==> config.mk <==
export PLATFORM = sky130hd
export DESIGN_NAME = utim64_irq_sched
export DESIGN_NICKNAME = d
export VERILOG_FILES = /design/src/rtl/utim64_irq_sched.sv
export SDC_FILE = /design/constraint.sdc
export NUM_CORES = 1
export LEC_CHECK = 0
export CORE_MARGIN = 10
export CORE_UTILIZATION = 49
export CTS_BUF_LIST = sky130_fd_sc_hd__clkbuf_2 sky130_fd_sc_hd__clkbuf_4 sky130_fd_sc_hd__clkbuf_8
export DETAILED_ROUTE_END_ITERATION = 16
export PLACE_DENSITY_LB_ADDON = 0.2
export SYNTH_ARGS = -nofsm -noshare
export SYNTH_HDL_FRONTEND = slang
export SYNTH_SLANG_ARGS = --single-unit
export TNS_END_PERCENT = 5
==> constraint.sdc <==
create_clock -name iTIMER_CLOCK -period 3.26 [get_ports iTIMER_CLOCK]
set_input_delay 0.489 -clock iTIMER_CLOCK [delete_from_list [all_inputs] [get_ports iTIMER_CLOCK]]
set_output_delay 0.489 -clock iTIMER_CLOCK [all_outputs]
set_load 0.05 [all_outputs]
==> src/rtl/utim64_irq_sched.sv <==
// Interrupt scheduler for the four user-timer comparator lines.
// Edge capture, masking, fixed/round-robin arbitration, valid/ack handshake.
module utim64_irq_sched (
  input  logic       iTIMER_CLOCK,
  input  logic       inRESET,
  input  logic [3:0] iIRQ,
  input  logic [3:0] iMASK,
  input  logic       iRR_MODE,
  output logic       oIRQ_VALID,
  output logic [1:0] oIRQ_NUM,
  input  logic       iIRQ_ACK,
  output logic [3:0] oPENDING,
  output logic [3:0] oOVERFLOW,
  input  logic       iOVF_CLEAR
);

  localparam logic [0:0] IDLE     = 1'b0;
  localparam logic [0:0] WAIT_ACK = 1'b1;

  logic [0:0] state_q, state_d;
  logic [3:0] prev_q;
  logic [3:0] pend_q, pend_d;
  logic [3:0] ovf_q, ovf_d;
  logic [1:0] num_q, num_d;
  logic [1:0] last_q, last_d;

  logic [3:0] edge_v;
  logic [3:0] clr;
  logic [3:0] cand;
  logic       ack_ok;
  logic [1:0] win;
  logic [1:0] idx;

  assign edge_v = iIRQ & ~prev_q;
  assign ack_ok = (state_q == WAIT_ACK) & iIRQ_ACK;
  assign clr    = ack_ok ? (4'b0001 << num_q) : 4'b0000;
  assign cand   = pend_q & ~iMASK;

  // Descending scans so the highest-priority hit is assigned last.
  always_comb begin
    win = 2'd0;
    idx = 2'd0;
    if (!iRR_MODE) begin
      for (int i = 3; i >= 0; i--) begin
        if (cand[i]) win = 2'(i);
      end
    end else begin
      for (int i = 4; i >= 1; i--) begin
        idx = last_q + 2'(i);
        if (cand[idx]) win = idx;
      end
    end
  end

  always_comb begin
    pend_d  = (pend_q & ~clr) | edge_v;
    ovf_d   = (iOVF_CLEAR ? 4'b0000 : ovf_q)
            | (edge_v & pend_q & ~clr);
    state_d = state_q;
    num_d   = num_q;
    last_d  = last_q;
    unique case (state_q)
      IDLE: begin
        if (cand != 4'b0000) begin
          num_d   = win;
          state_d = WAIT_ACK;
        end
      end
      WAIT_ACK: begin
        if (iIRQ_ACK) begin
          last_d  = num_q;
          state_d = IDLE;
        end
      end
      default: state_d = IDLE;
    endcase
  end

  always_ff @(posedge iTIMER_CLOCK or negedge inRESET) begin
    if (!inRESET) begin
      state_q <= IDLE;
      prev_q  <= 4'b0000;
      pend_q  <= 4'b0000;
      ovf_q   <= 4'b0000;
      num_q   <= 2'd0;
      last_q  <= 2'd3;
    end else begin
      state_q <= state_d;
      prev_q  <= iIRQ;
      pend_q  <= pend_d;
      ovf_q   <= ovf_d;
      num_q   <= num_d;
      last_q  <= last_d;
    end
  end

  assign oIRQ_VALID = (state_q == WAIT_ACK);
  assign oIRQ_NUM   = num_q;
  assign oPENDING   = pend_q;
  assign oOVERFLOW  = ovf_q;

endmodule

### Yosys cells after proc, flatten, opt, wreduce, memory -nomap -nowiden

Cells that the tools add are included.

| storage, ports and cells | value |
|---|---|
| flip-flop bits (word level) | 17 |
| output and inout bits | 11 |
| bits of input ports | 13 |

| operators by class | value |
|---|---|
| bitwise gates (word level) | 12 |
| add/sub/neg operators | 3 |
| magnitude comparators | 4 |
| mux-type cells | 22 |
| shift-type cells | 1 |
| reduce and logical (&&, ||, !) cells | 3 |

Operators with widths:

| kind | number |
|---|---|
| $and A4 B4 Y4 | 5 |
| $mux W2 | 9 |
| $lt A2 B3 Y1 const B | 4 |
| $not A4 Y4 | 3 |
| $bmux W1 S2 | 4 |
| $mux W4 | 2 |
| $or A4 B4 Y4 | 2 |
| $mux W1 | 6 |
| $add A2 B2 Y2 const B | 2 |
| $reduce_and A2 Y1 | 2 |
| $reduce_bool A4 Y1 | 1 |
| $shl A1 B2 Y4 const A | 1 |
| $add A2 B1 Y2 const B | 1 |
| $pmux W1 S2 | 1 |
| $and A1 B1 Y1 | 1 |
| $not A1 Y1 | 1 |

### Longest topological paths before layout

| depth | value |
|---|---|
| depth in word-level cells | 9 |
| depth in mapped cells | 4 |
| mapped depth without buffers | 4 |

### Worst setup path before layout

Ideal clock, no wire load.

| timing | value |
|---|---|
| path type | register to register |
| start | register pend_q[3] (netlist: oPENDING[3]) |
| end | register num_q[0] (netlist: oIRQ_NUM[0]) |
| required time | 3.193 ns |
| period minus slack after synthesis | 1.526 ns |
| path buffers | 0 |
| path slack | 1.734 ns |
| arrival | 1.459 ns |
| stages on the path, launching flop included | 5 |
| cell sequence | dfrtp_1 > nand2b_1 > maj3_2 > a221oi_2 > o31a_1 |

| between the ends | value |
|---|---|
| cells in the longest elaborated chain, start to end | 8 |
| elaborated cells on any way between the ends | 20 |

Ends and longest elaborated chain:

| what | line | source |
|---|---|---|
| start, declared | 22 | `logic [3:0] pend_q, pend_d;` |
| start signal, assigned | 90 | `pend_q <= pend_d;` |
| $and A4 B4 Y4 * | 37 | `assign cand = pend_q & ~iMASK;` |
| $bmux W1 S2 | 50 | `if (cand[idx]) win = idx;` |
| $mux W1 (implied by the code) | 50 |  |
| $mux W2 (4 in series) | 50 |  |
| $mux W2 | 43 | `if (!iRR_MODE) begin` |
| end signal, assigned | 92 | `num_q <= num_d;` |
| end, declared | 24 | `logic [1:0] num_q, num_d;` |

Every way passes the cells marked *; elsewhere a longest branch is shown, timed or not. The select of a mux whose other input is x is not followed.
A chain may end at the register's enable or synchronous reset.

### Final worst setup path

| timing | value |
|---|---|
| start | register state_q (netlist: oIRQ_VALID) |
| end | output oIRQ_VALID |

RTL lines:

| what | line | source |
|---|---|---|
| start, declared | 20 | `logic [0:0] state_q, state_d;` |
| start signal, assigned | 88 | `state_q <= state_d;` |
| end, declared | 9 | `output logic oIRQ_VALID,` |

No word-level cell between the ends.

==> flow_summary.yaml <==
worst_setup_path:
  crit_path_start_kind: "flip-flop"
  crit_fanout: 8
  r2r.worst_path.cells: 4
  crit_slowest_cell: "clkdlybuf4s50_1"
  critPathBufInv: 1
  cp.required_ns: 2.77
  endpoint_kind: "primary output"
  worst_r2r_startpoint: "last_q[1]"
  rrSetupSlack_ns: 1.92
  timing_worst_setup_path_type: "flip-flop to primary output"
  crit_chain: "clkdlybuf4s50_1"
  cp_top_family: "buffers and inverters"
  r2r-end: "oIRQ_NUM[0]"
  crit_arrival_ns: 1.62
  slowest_delay_ns: 0.86
place:
  preCtsSetupSlack_ns: 1.38
  place.gp.congestion: 0.818
  dp_hpwl_um: 1330
  placed_area_um2: 978
  place_inst: 106
  io_buffer_count: 23
logic_synthesis:
  yosys_warnings: 0
  seq_area_frac_synth_pct: 58.7
  synth_compound_area_share_pct: 16.1
  syn_nets: 81
  synth_area_um2: 729
  synth_xor_xnor_area_share_pct: 0
  postSynthAreaPerCell_um2: 10.7
  ys_ff_latch: 17
  synth_cell_types: 23
  synth_cells: 68
  synth-simple-area-share_pct: 17.7
  synth_top_family_by_area: "simple AND/OR/NAND/NOR gates"
  synthAdderAreaFrac_pct: 3.09
  synthMuxAreaShare_pct: 1.37
routing:
  wl_met1_um: 631
  wl_per_cell_um: 14.8
  drc: 0
  wl_met2_um: 870
  drt-total-wl_um: 1630
  top_layer: "met4"
  detail-route-antenna-nets: 0
  vias: 583
  dr.pass1.iters: 4
  via_per_inst: 5.30
  wl_met3_um: 111
  drtIter0Drc: 11
pwr:
  power_mw: 0.914
  combPwrFrac_pct: 50.5
  leakage_nw: 0.423
  p_switching_mw: 0.417
  peakVddDrop_mv: 0.489
  p_per_area_nw_per_um2: 909
  seqPwrFrac_pct: 37.5
  clkPwrFrac_pct: 12.0
  p_sw_share_pct: 45.6
  intPower_mw: 0.497
global_routing:
  grt_usage_pct: 10.0
  grt_max_degree: 18
  grt_antenna_before_repair: 0
  grt_pass1_vias: 625
  grt_pass1_wl_um: 2760
  overflow: 0
clock_network:
  ctsHtreeMaxLevel: 1
  clk-insertion-delay-late_ns: 0.29
  root_buffer: "clkbuf_4"
  cts.sinks: 17
  cts_buffers: 3
  post_cts_resize_count: 0
  hold_buffers: 0
  cts_setup_buffers: 0
  clk_path_buf_depth: 2
  clk_pin_slew_ns: 0.10
  cts_tree: "done"
status:
  status: "complete, no violations"
sta:
  hold_viol: 0
  fin_tns_setup_ns: 0
  slew_headroom_pct: 51.7
  max_freq_ghz: 0.474
  period_share_pct: 64.7
  setup-violations-final: 0
  period_needed_ns: 2.11
  worst_slack_ns: 1.15
  maxSlewViolCount: 0
  whs_ns: 0.492
  rsz0062_at_grt: "no"
  worstMarginPinSlew_ns: 0.722
  fin_worst_skew_ns: 0.00745
floorplan:
  rows: 13
  ioPinCount: 24
  die-area_um2: 3430
  start_util_pct: 54.0
  die_w_um: 58.6
  core_area_um2: 1350
  fp.dieH_um: 58.6
layout:
  final_util_pct: 74.5
  syn2layout_area_growth_pct: 37.9
  fin_area_um2: 1010
  final_cell_mix: "23 x clkdlybuf4s50_1, 15 x dfrtp_1, 8 x nand2_1"
  fill_cells: 102
  fin_cells: 110
  layout.nets: 109
  drive_gt1_share_pct: 11.6
  final_common_cell: "clkdlybuf4s50_1"
  antenna_cells: 0
run:
  drv_cap: 0
worst_hold_path:
  hp-class: "flip-flop to flip-flop"
  hold_start: "last_q[1]"
  min_to: "last_q[1]"
  whs_path_depth: 2
worst max path at each step:
stage	from	slack (ns)	depth (start not counted)	to
floorplan	oPENDING[3]	1.73	4	oIRQ_NUM[0]
detailed placement	iMASK[3]	1.38	5	oIRQ_NUM[0]
CTS	oIRQ_VALID	1.14	1	oIRQ_VALID
global placement	iMASK[3]	1.44	5	oIRQ_NUM[0]
finish	oIRQ_VALID	1.15	1	oIRQ_VALID
global route	oIRQ_VALID	1.08	1	oIRQ_VALID
synth_stat cells:
library cell,number,area [µm²]
a21oi_1,1,5.00
o21ai_1,2,10.0
o31ai_1,3,22.5
o22ai_1,4,25.0
nand2_1,8,30.0
inv_1,6,22.5
o31a_1,1,8.76
nor2b_2,1,8.76
dfstp_2,2,52.6
nand3_1,1,5.00
or3_1,1,6.26
maj3_2,2,22.5
nor4_1,1,6.26
a221oi_2,1,15.0
o21ai_0,5,25.0
nand2b_1,6,37.5
and2b_2,1,8.76
nor2_1,2,7.51
and2_1,1,6.26
mux2i_1,1,10.0
a31oi_1,1,6.26
nor2b_1,2,12.5
dfrtp_1,15,375
tightest hold or removal path: stages, from the launching register on:
cell and delay (ns):
dfstp_2 0.40, nand2_1 0.05, nand2_1 0.05
flip-flops by register name (all words and copies together) (netlist names):
register / flops
oPENDING: 4
oOVERFLOW: 4
oIRQ_VALID: 1
oIRQ_NUM: 2
prev_q: 4
last_q: 2
power groups by stage:
stage                     Combinational [mW]  Clock (mW)  Sequential, mW
after floorplan                        0.141           0           0.506
after global placement                 0.459           0           0.344
after detailed placement               0.464           0           0.348
after CTS                              0.467       0.115           0.343
after global routing                   0.493       0.119           0.354
final                                  0.462       0.110           0.342
layout make-up:
| class | count | area (µm²) | area share (%) |
|---|---|---|---|
| Sequential cell | 17 | 428 | 42.5 |
| Clock inverter | 1 | 5.00 | 0.498 |
| Tap cell | 15 | 18.8 | 1.87 |
| Inverter | 6 | 22.5 | 2.24 |
| Timing Repair Buffer | 23 | 230 | 22.9 |
| Multi-Input combinational cell | 45 | 279 | 27.7 |
| Clock buffer | 3 | 22.5 | 2.24 |
routing by layer:
layer	up-vias	global-route usage (%)
met1	276	10.5
li1	292	-
met5	-	0
met3	2	3.43
met4	0	3.28
met2	13	18.2
cell families after synthesis:
family,count (synthesis)
AOI/OAI and AO/OA,18
DFF,17
and+or+nand+nor,24
muxes,1
adders and majority gates,2
buffers and inverters,6
Note: power is estimated with default switching activity, not from simulation.
